===== src/rtl/uart_tx_arbiter_pkg.sv =====
// ----------------------------------------------------------------------------
// uart_pkg
// Shared types and constants for the UART transmit arbiter.
//   uart_arb_state_t     : arbiter FSM state encoding (ARB, HDR, STREAM)
//   UART_ID_BASE_DEFAULT : default base value of the source-ID header byte
// ----------------------------------------------------------------------------
package uart_pkg;

    typedef enum logic [1:0] {
        ARB    = 2'd0,
        HDR    = 2'd1,
        STREAM = 2'd2
    } uart_arb_state_t;

    localparam logic [7:0] UART_ID_BASE_DEFAULT = 8'h80;

endpackage


===== src/rtl/uart_tx_arbiter_if.sv =====
// ----------------------------------------------------------------------------
// uart_tx_arbiter_if
// Bundles the per-source byte streams and the transmitter byte port.
//   src_valid/src_data/src_last/src_ready : NUM_SRC producer streams
//                                           (source i on src_data[8i+7:8i])
//   tx_data_valid/tx_data/tx_data_ready   : single stream to the UART TX
// Modports:
//   master : the arbiter (accepts sources, offers bytes to the transmitter)
//   slave  : the environment (producers plus transmitter)
//
// Handshake: a byte moves when valid and ready are both high on a rising clk
// edge. A producer holds valid and its data/last stable until that edge;
// ready may be high with valid low, which means nothing. The arbiter keeps
// tx_data stable while tx_data_valid=1 and tx_data_ready=0 as long as the
// granted source holds its byte.
// ----------------------------------------------------------------------------
interface uart_tx_arbiter_if #(
    parameter int NUM_SRC = 4
);
    logic [NUM_SRC-1:0]   src_valid;
    logic [NUM_SRC*8-1:0] src_data;
    logic [NUM_SRC-1:0]   src_last;
    logic [NUM_SRC-1:0]   src_ready;
    logic                 tx_data_valid;
    logic [7:0]           tx_data;
    logic                 tx_data_ready;

    modport master (
        input  src_valid, src_data, src_last, tx_data_ready,
        output src_ready, tx_data_valid, tx_data
    );

    modport slave (
        output src_valid, src_data, src_last, tx_data_ready,
        input  src_ready, tx_data_valid, tx_data
    );
endinterface


===== src/rtl/uart_tx_arbiter_counter.sv =====
// ----------------------------------------------------------------------------
// counter
// Free-running up counter with synchronous load.
//   clk, rst_n : clock, asynchronous active-low reset (q -> 0)
//   en         : increment by one
//   load       : load load_val (wins over en)
//   q          : count value
// ----------------------------------------------------------------------------
module counter #(
    parameter int WIDTH = 16
) (
    input  logic             clk,
    input  logic             rst_n,
    input  logic             en,
    input  logic             load,
    input  logic [WIDTH-1:0] load_val,
    output logic [WIDTH-1:0] q
);

    always_ff @(posedge clk or negedge rst_n) begin
        if (!rst_n) begin
            q <= '0;
        end else if (load) begin
            q <= load_val;
        end else if (en) begin
            q <= q + 1'b1;
        end
    end

endmodule


===== src/rtl/uart_tx_arbiter_rr_pick.sv =====
// ----------------------------------------------------------------------------
// rr_pick
// Combinational round-robin picker.
//   req     : request vector
//   ptr     : index of the last winner; scanning starts at ptr+1
//   gnt_idx : index of the first request found at ptr+1, ptr+2, ... mod N
//   gnt_any : at least one request is set
// The request vector is rotated so that position 0 is ptr+1, then the lowest
// set bit of the rotated vector is mapped back to a source index.
// ----------------------------------------------------------------------------
module rr_pick #(
    parameter  int N  = 4,
    localparam int IW = (N > 1) ? $clog2(N) : 1
) (
    input  logic [N-1:0]  req,
    input  logic [IW-1:0] ptr,
    output logic [IW-1:0] gnt_idx,
    output logic          gnt_any
);

    logic [N-1:0] rot;

    always_comb begin
        int idx;
        idx     = 0;
        rot     = '0;
        gnt_idx = '0;
        gnt_any = |req;
        for (int k = 0; k < N; k++) begin
            idx = int'(ptr) + 1 + k;
            if (idx >= N) idx = idx - N;
            rot[k] = req[IW'(idx)];
        end
        // Scan downwards so the lowest rotated position is the last to write.
        for (int j = N - 1; j >= 0; j--) begin
            if (rot[j]) begin
                idx = int'(ptr) + 1 + j;
                if (idx >= N) idx = idx - N;
                gnt_idx = IW'(idx);
            end
        end
    end

endmodule


===== src/rtl/uart_tx_arbiter.sv =====
// ----------------------------------------------------------------------------
// uart_tx_arbiter
// Shares one 8N1 UART transmitter between NUM_SRC byte-stream producers.
// Grants are round-robin and last for a whole message (until the byte
// flagged src_last is accepted). With INSERT_ID=1 each message is preceded
// by the header byte ID_BASE+grant_id. With IDLE_TIMEOUT>0 a grant whose
// source stays idle that many STREAM cycles is dropped with an abort pulse.
// Ports:
//   clk, rst_n  : clock, asynchronous active-low reset
//   bus         : sources and transmitter port (uart_tx_arbiter_if.master)
//   grant_valid : a source owns the link (HDR or STREAM)
//   grant_id    : owning source; holds its last value while idle
//   abort       : one-cycle pulse when a grant is released by timeout
//   state_dbg   : current FSM state
// ----------------------------------------------------------------------------
module uart_tx_arbiter
    import uart_pkg::*;
#(
    parameter  int         NUM_SRC      = 4,
    parameter  int         INSERT_ID    = 1,
    parameter  logic [7:0] ID_BASE      = UART_ID_BASE_DEFAULT,
    parameter  int         IDLE_TIMEOUT = 0,
    localparam int         GW           = $clog2(NUM_SRC)
) (
    input  logic                    clk,
    input  logic                    rst_n,
    uart_tx_arbiter_if.master       bus,
    output logic                    grant_valid,
    output logic [GW-1:0]           grant_id,
    output logic                    abort,
    output uart_arb_state_t         state_dbg
);

    // Abort fires in the stall cycle that would make the count reach
    // IDLE_TIMEOUT, so compare against one less.
    localparam logic [15:0] TO_LAST = (IDLE_TIMEOUT > 0) ? 16'(IDLE_TIMEOUT - 1) : 16'd0;

    uart_arb_state_t state_q, state_d;
    logic [GW-1:0]   gid_q, gid_d;
    logic [GW-1:0]   rr_q, rr_d;
    logic [GW-1:0]   pick_idx;
    logic            pick_any;
    logic [15:0]     idle_cnt;
    logic            cnt_load, cnt_en;
    logic            g_valid, g_last;
    logic [7:0]      g_data;

    rr_pick #(.N(NUM_SRC)) u_pick (
        .req     (bus.src_valid),
        .ptr     (rr_q),
        .gnt_idx (pick_idx),
        .gnt_any (pick_any)
    );

    counter #(.WIDTH(16)) u_idle_cnt (
        .clk      (clk),
        .rst_n    (rst_n),
        .en       (cnt_en),
        .load     (cnt_load),
        .load_val (16'd0),
        .q        (idle_cnt)
    );

    assign g_valid = bus.src_valid[gid_q];
    assign g_last  = bus.src_last[gid_q];
    assign g_data  = bus.src_data[{gid_q, 3'b000} +: 8];

    always_ff @(posedge clk or negedge rst_n) begin
        if (!rst_n) begin
            state_q <= ARB;
            gid_q   <= '0;
            rr_q    <= GW'(NUM_SRC - 1);
        end else begin
            state_q <= state_d;
            gid_q   <= gid_d;
            rr_q    <= rr_d;
        end
    end

    always_comb begin
        state_d           = state_q;
        gid_d             = gid_q;
        rr_d              = rr_q;
        bus.src_ready     = '0;
        bus.tx_data_valid = 1'b0;
        bus.tx_data       = 8'h00;
        abort             = 1'b0;
        cnt_load          = 1'b0;
        cnt_en            = 1'b0;
        case (state_q)
            ARB: begin
                // Holding the count at zero outside STREAM clears it on entry.
                cnt_load = 1'b1;
                if (pick_any) begin
                    gid_d   = pick_idx;
                    state_d = (INSERT_ID != 0) ? HDR : STREAM;
                end
            end
            HDR: begin
                cnt_load          = 1'b1;
                bus.tx_data_valid = 1'b1;
                bus.tx_data       = ID_BASE + 8'(gid_q);
                if (bus.tx_data_ready) state_d = STREAM;
            end
            STREAM: begin
                bus.tx_data_valid     = g_valid;
                bus.tx_data           = g_data;
                bus.src_ready[gid_q]  = bus.tx_data_ready;
                if (g_valid) begin
                    cnt_load = 1'b1;
                    if (bus.tx_data_ready && g_last) begin
                        rr_d    = gid_q;
                        state_d = ARB;
                    end
                end else if (IDLE_TIMEOUT > 0) begin
                    if (idle_cnt == TO_LAST) begin
                        abort   = 1'b1;
                        rr_d    = gid_q;
                        state_d = ARB;
                    end else begin
                        cnt_en = 1'b1;
                    end
                end
            end
            default: state_d = ARB;
        endcase
    end

    assign grant_valid = (state_q != ARB);
    assign grant_id    = gid_q;
    assign state_dbg   = state_q;

endmodule


===== src/flat_wrapper.sv =====
// flat-port wrapper written by rule: the top's interface ports become plain ports
module uart_tx_arbiter_flat import uart_pkg::*;
#(
    parameter  int         NUM_SRC      = 4,
    parameter  int         INSERT_ID    = 1,
    parameter  logic [7:0] ID_BASE      = UART_ID_BASE_DEFAULT,
    parameter  int         IDLE_TIMEOUT = 0,
    localparam int         GW           = $clog2(NUM_SRC)
)
  (clk, rst_n, grant_valid, grant_id, abort, state_dbg, bus_src_valid, bus_src_data, bus_src_last, bus_tx_data_ready, bus_src_ready, bus_tx_data_valid, bus_tx_data);
  uart_tx_arbiter_if #(.NUM_SRC(NUM_SRC)) bus_i ();
  input  logic clk;
  input  logic rst_n;
  output logic grant_valid;
  output logic [GW-1:0] grant_id;
  output logic abort;
  output uart_arb_state_t state_dbg;
  input wire logic [$bits(bus_i.src_valid)-1:0] bus_src_valid;
  input wire logic [$bits(bus_i.src_data)-1:0] bus_src_data;
  input wire logic [$bits(bus_i.src_last)-1:0] bus_src_last;
  input wire logic [$bits(bus_i.tx_data_ready)-1:0] bus_tx_data_ready;
  output wire logic [$bits(bus_i.src_ready)-1:0] bus_src_ready;
  output wire logic [$bits(bus_i.tx_data_valid)-1:0] bus_tx_data_valid;
  output wire logic [$bits(bus_i.tx_data)-1:0] bus_tx_data;
  assign bus_i.src_valid = bus_src_valid;
  assign bus_i.src_data = bus_src_data;
  assign bus_i.src_last = bus_src_last;
  assign bus_i.tx_data_ready = bus_tx_data_ready;
  assign bus_src_ready = bus_i.src_ready;
  assign bus_tx_data_valid = bus_i.tx_data_valid;
  assign bus_tx_data = bus_i.tx_data;
  uart_tx_arbiter #(.NUM_SRC(NUM_SRC), .INSERT_ID(INSERT_ID), .ID_BASE(ID_BASE), .IDLE_TIMEOUT(IDLE_TIMEOUT)) u_core (.clk(clk), .rst_n(rst_n), .bus(bus_i), .grant_valid(grant_valid), .grant_id(grant_id), .abort(abort), .state_dbg(state_dbg));
endmodule

===== config.mk =====
export PLATFORM = sky130hd
export DESIGN_NAME = uart_tx_arbiter_flat
export DESIGN_NICKNAME = d
export VERILOG_FILES = /design/src/rtl/uart_tx_arbiter_pkg.sv /design/src/rtl/uart_tx_arbiter_if.sv /design/src/rtl/uart_tx_arbiter_counter.sv /design/src/rtl/uart_tx_arbiter_rr_pick.sv /design/src/rtl/uart_tx_arbiter.sv /design/src/flat_wrapper.sv
export SDC_FILE = /design/constraint.sdc
export NUM_CORES = 1
export LEC_CHECK = 0
export BUFFER_PORTS_ARGS = -buffer_cell sky130_fd_sc_hd__buf_2
export CORE_MARGIN = 1
export CORE_UTILIZATION = 43
export DETAILED_ROUTE_END_ITERATION = 10
export PLACE_DENSITY_LB_ADDON = 0.3
export REMOVE_ABC_BUFFERS = 1
export SLEW_MARGIN = 30
export SYNTH_ARGS = -nofsm -noshare
export SYNTH_HDL_FRONTEND = slang
export SYNTH_HIERARCHICAL = 1
export SYNTH_SLANG_ARGS = --single-unit

===== constraint.sdc =====
create_clock -name clk -period 2.75 [get_ports clk]
set_input_delay 0.1375 -clock clk [delete_from_list [all_inputs] [get_ports clk]]
set_output_delay 0.1375 -clock clk [all_outputs]
set_load 0.02 [all_outputs]

Word level (Yosys, flattened, before mapping) --
Index checks and enable logic that the tools add are counted.
Operators by class: eq/ne operators 6, bitwise gates (word level) 1, magnitude comparators 10, reductions and logical operators 8, shift operators 1, add/subtract/negate cells 9, $mul 0, mux-type cells 34, divide/modulo/power cells 0
Operator list (count):
- indexed part select 32 x 6 -> 8 bit | 1
- 2-to-1 mux 2 bit | 12
- < comparator 2 x 4 -> 1 bit (second input constant) | 4
- one-hot mux 8 bit (2 select lines) | 1
- binary-select mux 1 bit (select 2 bit) | 6
- >= comparator 4 x 3 -> 1 bit (second input constant) | 3
- 2-to-1 mux 1 bit | 11
- adder 3 x 2 -> 4 bit (second input constant) | 2
- adder 8 x 2 -> 8 bit (first input constant) | 1
- subtractor 2 x 1 -> 2 bit (second input constant) | 4
- != test 2 x 1 -> 1 bit (second input constant) | 3
- one-hot mux 2 bit (3 select lines) | 1
- adder 3 x 1 -> 4 bit (second input constant) | 1
- AND 4 bit | 1
- 2-to-1 mux 4 bit | 1
- AND reduction 4 bit | 1
- OR reduction 4 bit | 1
- adder 2 x 1 -> 3 bit (second input constant) | 1
- >= comparator 3 bit (second input constant) | 1
- < comparator 2 x 3 -> 1 bit (second input constant) | 1
- AND reduction 3 bit | 1
- demux 1 bit (select 2 bit) | 1
- == test 2 x 1 -> 1 bit (second input constant) | 1
- == test 2 bit (second input constant) | 1
- 7 further kinds | 8
Storage, ports and cells: bits in read-only memories 0, memories 0, bits in registers 6, latch bits 0, output and inout port bits 19, bits in writable memories 0

Longest topological paths before layout --
Gate-level depths: netlist of the first run.
word-level depth 11, mapped depth 5, gate-level depth less buffers 5

Modules after synthesis --
Netlist of the first run, hierarchy kept.
Modules (own cells, without submodules):
- uart_tx_arbiter | sequential area each 152.6 um^2, times used 1, area each 728.2 um^2, cells an instance 63
- rr_pick | sequential area each 0.0 um^2, times used 1, area each 86.3 um^2, cells an instance 14

Worst setup path before layout of the first run --
OpenSTA, ideal clock, no wires.
kind register to register, from reg u_core.gid_q[0] (netlist: u_core/grant_id[0]), to reg u_core.state_q[0] (netlist: u_core/state_dbg[0]), setup slack 0.851 ns, data required time 2.625 ns, path buffers 1, period minus slack after synthesis 1.899 ns, data arrival time 1.774 ns, cell stages (with the launch flop) 6, cell sequence dfrtp_1 buf_6 mux4_2 and3_1 o22a_4 mux2_4
On the way: cells in the longest elaborated chain, start to end 5, elaborated cells on any way between the ends 8
RTL lines:
- start, declared | RTL line uart_tx_arbiter.sv:39 | logic [GW-1:0] gid_q, gid_d;
- start signal, assigned | RTL line uart_tx_arbiter.sv:75 | gid_q <= gid_d;
- binary-select mux 1 bit (select 2 bit) | RTL line uart_tx_arbiter.sv:65 | assign g_last = bus.src_last[gid_q];
- 2-to-1 mux 1 bit (implied by the code) | RTL line uart_tx_arbiter.sv:65
- logical AND 1 bit | RTL line uart_tx_arbiter.sv:111 | if (bus.tx_data_ready && g_last) begin
- != test 2 x 1 -> 1 bit (no source line)
- AND reduction 4 bit (no source line) (*)
- end signal, assigned | RTL line uart_tx_arbiter.sv:74 | state_q <= state_d;
- end, declared | RTL line uart_tx_arbiter.sv:38 | uart_arb_state_t state_q, state_d;
Mark *: on every way between the ends. The rest lies on a longest branch, timed or not. The select of a mux whose other input is x is not followed. A chain may end at the register's enable or synchronous reset.

Worst setup path after layout of the first run --
from reg u_core.gid_q[0] (netlist: u_core/grant_id[0]), to out bus_tx_data[1]
On the way: cells in the longest elaborated chain, start to end 2, elaborated cells on any way between the ends 3
RTL lines:
- indexed part select 32 x 6 -> 8 bit or adder 8 x 2 -> 8 bit (tied branches) | RTL line uart_tx_arbiter.sv:66, uart_tx_arbiter.sv:102
- one-hot mux 8 bit (2 select lines) (*) | RTL line uart_tx_arbiter.sv:90 | case (state_q)
- end, declared | RTL line flat_wrapper.sv:24 | output wire logic [$bits(bus_i.tx_data)-1:0] bus_tx_data;
Mark *: on every way between the ends. The rest lies on a longest branch, timed or not.

==> results of run 1 <==
==> per-layer routing <==
layer / up-vias / wire length (um) / track usage [%]
met2: 33 / 1120 / 38.6
met5: - / 0 / 0
met4: 0 / 25 / 7.88
met1: 390 / 852 / 26.2
met3: 4 / 96 / 1.98
li1: 414 / - / -
==> Yosys cell counts, types with 2 or more instances <==
master    instances  area share (%)
a22oi_1           2             1.8
nand2_1           4             1.8
dfrtp_1           4              12
dfstp_2           2             6.5
mux2_2            3             4.1
nor2b_1           5             3.8
ha_1              5             7.7
and3_1            6             4.6
a21oi_1           6             3.7
inv_1             6             2.8
nor2_1            4             1.8
mux2_4            2             3.7
nand2b_1          3             2.3
mux4_1            4              13
clkbuf_1          2            0.92
nor3_1            2             1.2
mux4_2            6              17
==> cell usage in the layout, fill, tap and decap left out, drive strengths merged <==
| cell | synthesis | routed |
|---|---|---|
| dfstp | 2 | 2 |
| a22oi | 2 | 2 |
| dfrtp | 4 | 4 |
| nand2 | 4 | 4 |
| o221ai | 1 | 1 |
| nor2 | 4 | 4 |
| o21ai | 1 | 1 |
| nand4 | 1 | 1 |
| nor3 | 2 | 2 |
| clkbuf | 2 | 4 |
| conb | 1 | 1 |
| nand3 | 1 | 1 |
| mux2 | 5 | 5 |
| a21oi | 6 | 6 |
| and3 | 6 | 6 |
| dlygate4sd3 | 0 | 1 |
| inv | 6 | 6 |
| mux2i | 1 | 1 |
| a31oi | 1 | 1 |
| ha | 5 | 5 |
| nor2b | 5 | 5 |
| mux4 | 10 | 10 |
| o22a | 1 | 1 |
| buf | 3 | 61 |
| nand2b | 3 | 3 |
==> registers in the layout, indices dropped and copies added (netlist names) <==
register          cells
u_core/grant_id       2
u_core/rr_q           2
u_core/state_dbg      2
==> cell families (layout without fill, tap and decap cells) <==
logic type	Yosys count	after routing
compound gates	12	12
fa+ha+maj	5	5
buf+inv	11	72
flops	6	6
mux	16	16
other cells	1	1
simple gates	26	26
==> critical path, delay by kind of cell, from the launching register on <==
family                 cells  cell delay [ns]
muxes                      1             0.57
DFF                        1             0.44
buffers and inverters      2             0.42
AOI/OAI and AO/OA          1             0.17
and+or+nand+nor            1             0.06
==> repair_timing <==
item / CTS / global route
hold buffers: 1 / 0
gates resized for setup: 0 / 0
endpoints found under the hold margin: 6 / 0
==> metrics by stage <==
| step | instance area (sq um) | worst slack (ns) | util (%) | std cells |
|---|---|---|---|---|
| 2_1_floorplan | 783 | 0.567 | - | 72 |
| 5_1_grt | 1160 | 0.552 | 66.4 | 163 |
| 3_3_place_gp | 1120 | 0.910 | 64.3 | 158 |
| 3_5_place_dp | 1120 | 0.867 | 64.3 | 158 |
| 4_1_cts | 1160 | 0.707 | 66.4 | 163 |
| 6_report | 1160 | 0.711 | 66.4 | 163 |
==> cell type report <==
cell class,count,area (sq um),area share [%]
Tap cell,25,31.3,2.70
Multi-Input combinational cell,60,608,52.5
Inverter,6,22.5,1.94
Clock buffer,4,26.3,2.27
Timing Repair Buffer,62,318,27.4
Sequential cell,6,153,13.2
==> power by group <==
part           leakage, uW  switching, uW  total (uW)  internal [uW]
clock network    0.0000150           33.1        88.1           55.0
registers        0.0000686           86.3         229            143
logic             0.000536            394         788            394
total             0.000620            513        1110            592
==> path summary, 6_finish.rpt <==
kind	start	end	slack, ns	cells past startpoint
worst max-delay path	u_core/grant_id[0]$_DFFE_PN0P_	bus_tx_data[1]	0.71	5
worst min register to register	u_core/rr_q[1]$_DFFE_PN1P_	u_core/rr_q[1]$_DFFE_PN1P_	0.52	2
min in group clk	bus_tx_data_ready	u_core/rr_q[1]$_DFFE_PN1P_	0.28	3
worst max register to register	u_core/grant_id[1]$_DFFE_PN0P_	u_core/state_dbg[0]$_DFFE_PN0P_	0.81	4
worst min-delay path	rst_n	u_core/state_dbg[1]$_DFFE_PN0P_	0.24	2
max in group asynchronous	rst_n	u_core/rr_q[0]$_DFFE_PN1P_	2.27	2
==> metrics.txt, run 1 <==
post-route total power 1110 uW; initial antenna violation count 0; IO Pins 62; mux cell area share after synthesis 38.6%; CTS Buf Count 3; Post-Synth Adder-Cell Area 7.68%; GR Overflow Total 0; outcome completed; Pins Over Slew Limit 0; CP max FO 13; Leak Pwr 0.000620 uW; DRT iter0 DRCs 15; CTS sink count 6; Final Hold Viols 0; Max Clock Freq 490 MHz; pin count of the biggest net entering global routing 17; Synth Warn # 6; Avg WL per Cell 12.8 um; share of cells above drive strength 1 57.2%; root buffer cell clkbuf_4; worst hold margin 0.244 ns; Final setup viols 0; vias in the first global route 755; Longest Clk Path Bufs 2; CP max stage delay 0.57 ns; min-delay worst type in -> async; area of the core 1750 sq um; RSZ-0062 raised after global routing no; CTS tree built; Detail Placement HPWL 1690 um; # H-tree levels 1; Top FF cell, synth dfrtp_1; DRC Markers 0; Final Critical Period 2.04 ns; gpl congestion 0.768; DIE AREA 2070 sq um; via count 841; Critical Path Sink Type output port; first-pass GRT wire length 3250 um; arrival time at the worst endpoint 1.90 ns; # fillers 164; CP Launch Type flip-flop; Rel. slew slack 62.9%; num rows 15; clock-pin slew on the worst setup and hold paths 0.06 ns; EDFF count, synth 0; Worst path slowest cell mux4_1; simple-gate portion of the synthesized area 17.1%; n_diodes 0; final WL 2090 um; fin crit share 74.1%; DR vias/cell 5.16; synthesized-area fraction occupied by ao, oa, aoi and oai cells 10.9%; Initial Util 46.7%; largest family of logic cells by synthesized area multiplexers; Worst Skew 0.0152 ns; XOR/XNOR Fraction of Synth Area 0%; Max Cap Viol 0; GRT Total Usage 21.4%; FFs w/ async S/R, synth 100%; die width 45.5 um; port bufs 60; cell count after synthesis 77; data required time of the worst path 2.61 ns; pwr dens 954 nW/um^2; NumNets Final 187; Avg Cell Area, Syn 10.6 sq um; # Post-CTS Setup Buffers 0; class of the most critical setup path reg -> out; setup TNS 0 ns; DR pass1 iterations 4; P&R area growth vs syn 42.2%; later-pin clock latency in the skew report 0.25 ns; ANT nets after route 0; Distinct cells, synth 28; Worst-Margin Slew 0.556 ns; Mapped Area 815 sq um; worst-path cell chain buf_4 > mux4_1 > a22oi_1 > nor2b_1 > buf_2; Yosys reg bits 6; DIE HEIGHT 45.5 um; sequential-to-total area share from yosys stat 18.7%; worst vdd ir 0.635 mV
Power figures use the tool's default switching activity.
==> run 2: changes to the inputs <==
--- a/config.mk
+++ b/config.mk
@@ -7,7 +7,7 @@
 export LEC_CHECK = 0
 export BUFFER_PORTS_ARGS = -buffer_cell sky130_fd_sc_hd__buf_2
 export CORE_MARGIN = 1
-export CORE_UTILIZATION = 43
+export CORE_UTILIZATION = 36
 export DETAILED_ROUTE_END_ITERATION = 10
 export PLACE_DENSITY_LB_ADDON = 0.3
 export REMOVE_ABC_BUFFERS = 1
==> constraint.sdc (replaced) <==
create_clock -name clk -period 1.7 [get_ports clk]
set_input_delay 0.085 -clock clk [delete_from_list [all_inputs] [get_ports clk]]
set_output_delay 0.085 -clock clk [all_outputs]
set_load 0.02 [all_outputs]
==> metrics.txt, run 2 (synthesis gave the netlist of run 1 again) <==
later-pin clock latency in the skew report 0.24 ns (about the same); # H-tree levels 1 (unchanged); P&R area growth vs syn 65.0%; num rows 16 (+1); R2R setup slack -0.16 ns (-0.97 ns); DR vias/cell 5.22 (+1.2%); via count 924 (+9.9%); first-pass GRT wire length 4260 um (+31%); Final Critical Period 1.86 ns; GRT Total Usage 22.2% (+0.75 points); final instance area 1340 sq um (+16%); origin of the critical flop-to-flop path u_core/grant_id[0]$_DFFE_PN0P_; terminus of the critical flop-to-flop path u_core/state_dbg[0]$_DFFE_PN0P_; IO Pins 62 (unchanged); CTS tree built; area of the core 2040 sq um (+17%); share of cells above drive strength 1 72.7% (+15 points); n_diodes 0 (unchanged); worst slack, placed -0.0716 ns (-0.939 ns); outcome finished with violations; final WL 2630 um (+26%); Avg WL per Cell 14.8 um (+16%); GR Overflow Total 0 (unchanged); DIE HEIGHT 49.6 um (+8.9%); Final Hold Viols 0 (unchanged); clock-pin slew on the worst setup and hold paths 0.05 ns (about the same); CTS Buf Count 3 (unchanged); pin count of the biggest net entering global routing 14 (-3); DRT iter0 DRCs 16 (+1); CP max FO 5 (-8); root buffer cell clkbuf_4; most frequent cells in the layout 53 x buf_2, 11 x buf_4, 10 x mux4_2; setup TNS -1.05 ns (-1.05 ns); Detail Placement HPWL 1930 um (+14%); class of the most critical setup path reg -> reg; RSZ-0062 raised after global routing yes; Finished Layout Cells 177 (+8.6%); DIE AREA 2460 sq um (+19%); min-delay worst type in -> async; placed inst area 1150 sq um (+2.9%); Placed Instances 164 (+3.8%); Critical Path Sink Type flip-flop; Finished Core Util 65.8% (-0.57 points); CP Launch Type flip-flop; Worst Skew 0.00931 ns (-0.00585 ns); arrival time at the worst endpoint 1.97 ns (+0.07 ns); R2R cell count 5 (+1); DR pass1 iterations 4 (unchanged); vias in the first global route 998 (+32%); initial antenna violation count 0 (unchanged); Final setup viols 12 (+12); Worst Slack Setup Final -0.159 ns (-0.870 ns); fin crit share 109%; violated checks setup timing; port bufs 60 (unchanged); most common cell after layout, fill and taps aside buf_2; DRC Markers 0 (unchanged); CTS sink count 6 (unchanged); Longest Clk Path Bufs 2 (unchanged); worst vdd ir 1.08 mV (+70%); data required time of the worst path 1.82 ns (-0.79 ns); Max Clock Freq 538 MHz; ANT nets after route 0 (unchanged); pwr dens 1660 nW/um^2 (+74%); Initial Util 39.9% (-6.8 points); die width 49.6 um (+8.9%); Max Cap Viol 0 (unchanged); Leak Pwr 0.000662 uW (+6.9%); NumNets Final 199 (+6.4%); Pins Over Slew Limit 0 (unchanged); gpl congestion 0.780 (+1.5%)
run 2: report_power, final:
group	switching (uW)	leakage, uW	internal [uW]
Sequential	103	0.0000666	237
Combinational	821	0.000580	928
Clock	51.2	0.0000150	88.9
Total	975	0.000662	1250
run 2: layout make-up:
class | count | area (sq um)
fill | 172 | 698
multi-input combinational | 60 | 647
timing repair buffer | 74 | 459
sequential | 6 | 155
tap | 27 | 33.8
clock buffer | 4 | 26.3
inverter | 6 | 22.5
run 2: worst max path at each step:
stage / to / start / cells after the start
finish: u_core/state_dbg[0]$_DFFE_PN0P_ / u_core/grant_id[0]$_DFFE_PN0P_ / 5
global route: bus_tx_data[0] / u_core/grant_id[0]$_DFFE_PN0P_ / 5
CTS: u_core/state_dbg[0]$_DFFE_PN0P_ / u_core/grant_id[0]$_DFFE_PN0P_ / 5
detailed placement: u_core/state_dbg[0]$_DFFE_PN0P_ / u_core/grant_id[0]$_DFFE_PN0P_ / 4
global placement: u_core/state_dbg[0]$_DFFE_PN0P_ / u_core/grant_id[0]$_DFFE_PN0P_ / 4
floorplan: u_core/state_dbg[0]$_DFFE_PN0P_ / u_core/grant_id[0]$_DFFE_PN0P_ / 4
run 2: critical path: stages, from the launching register on:
cell and delay (ns):
dfrtp_2 0.42, buf_6 0.11, mux4_2 0.50, and3_4 0.20, o22a_4 0.20, mux2_4 0.30
run 2: timing repair:
action                                  4_1_cts  5_1_grt
hold endpoints to repair                      6        0
pin swaps                                     4        0
cloned                                        1        1
endpoints found under the setup margin       11       16
setup buffers                                 5        1
hold buffers                                  1        0
resized for setup                            29        8
run 2: layer usage:
| layer | global-route usage, % | share of wire [%] | routed length [um] | vias to the layer above |
|---|---|---|---|---|
| met4 | 10.0 | 0.65 | 17 | 0 |
| met2 | 41.2 | 56 | 1460 | 30 |
| met1 | 24.0 | 40 | 1040 | 458 |
| li1 | - | - | - | 432 |
| met5 | 0 | 0 | 0 | - |
| met3 | 4.01 | 3.9 | 102 | 4 |
run 2: through the flow:
step / total power [uW] / hold WS [ns]
after floorplan: 1280 / -0.211
after global placement: 1660 / -0.0904
after detailed placement: 1710 / -0.0891
after CTS: 2140 / 0.185
after global routing: 2380 / 0.203
final: 2230 / 0.196
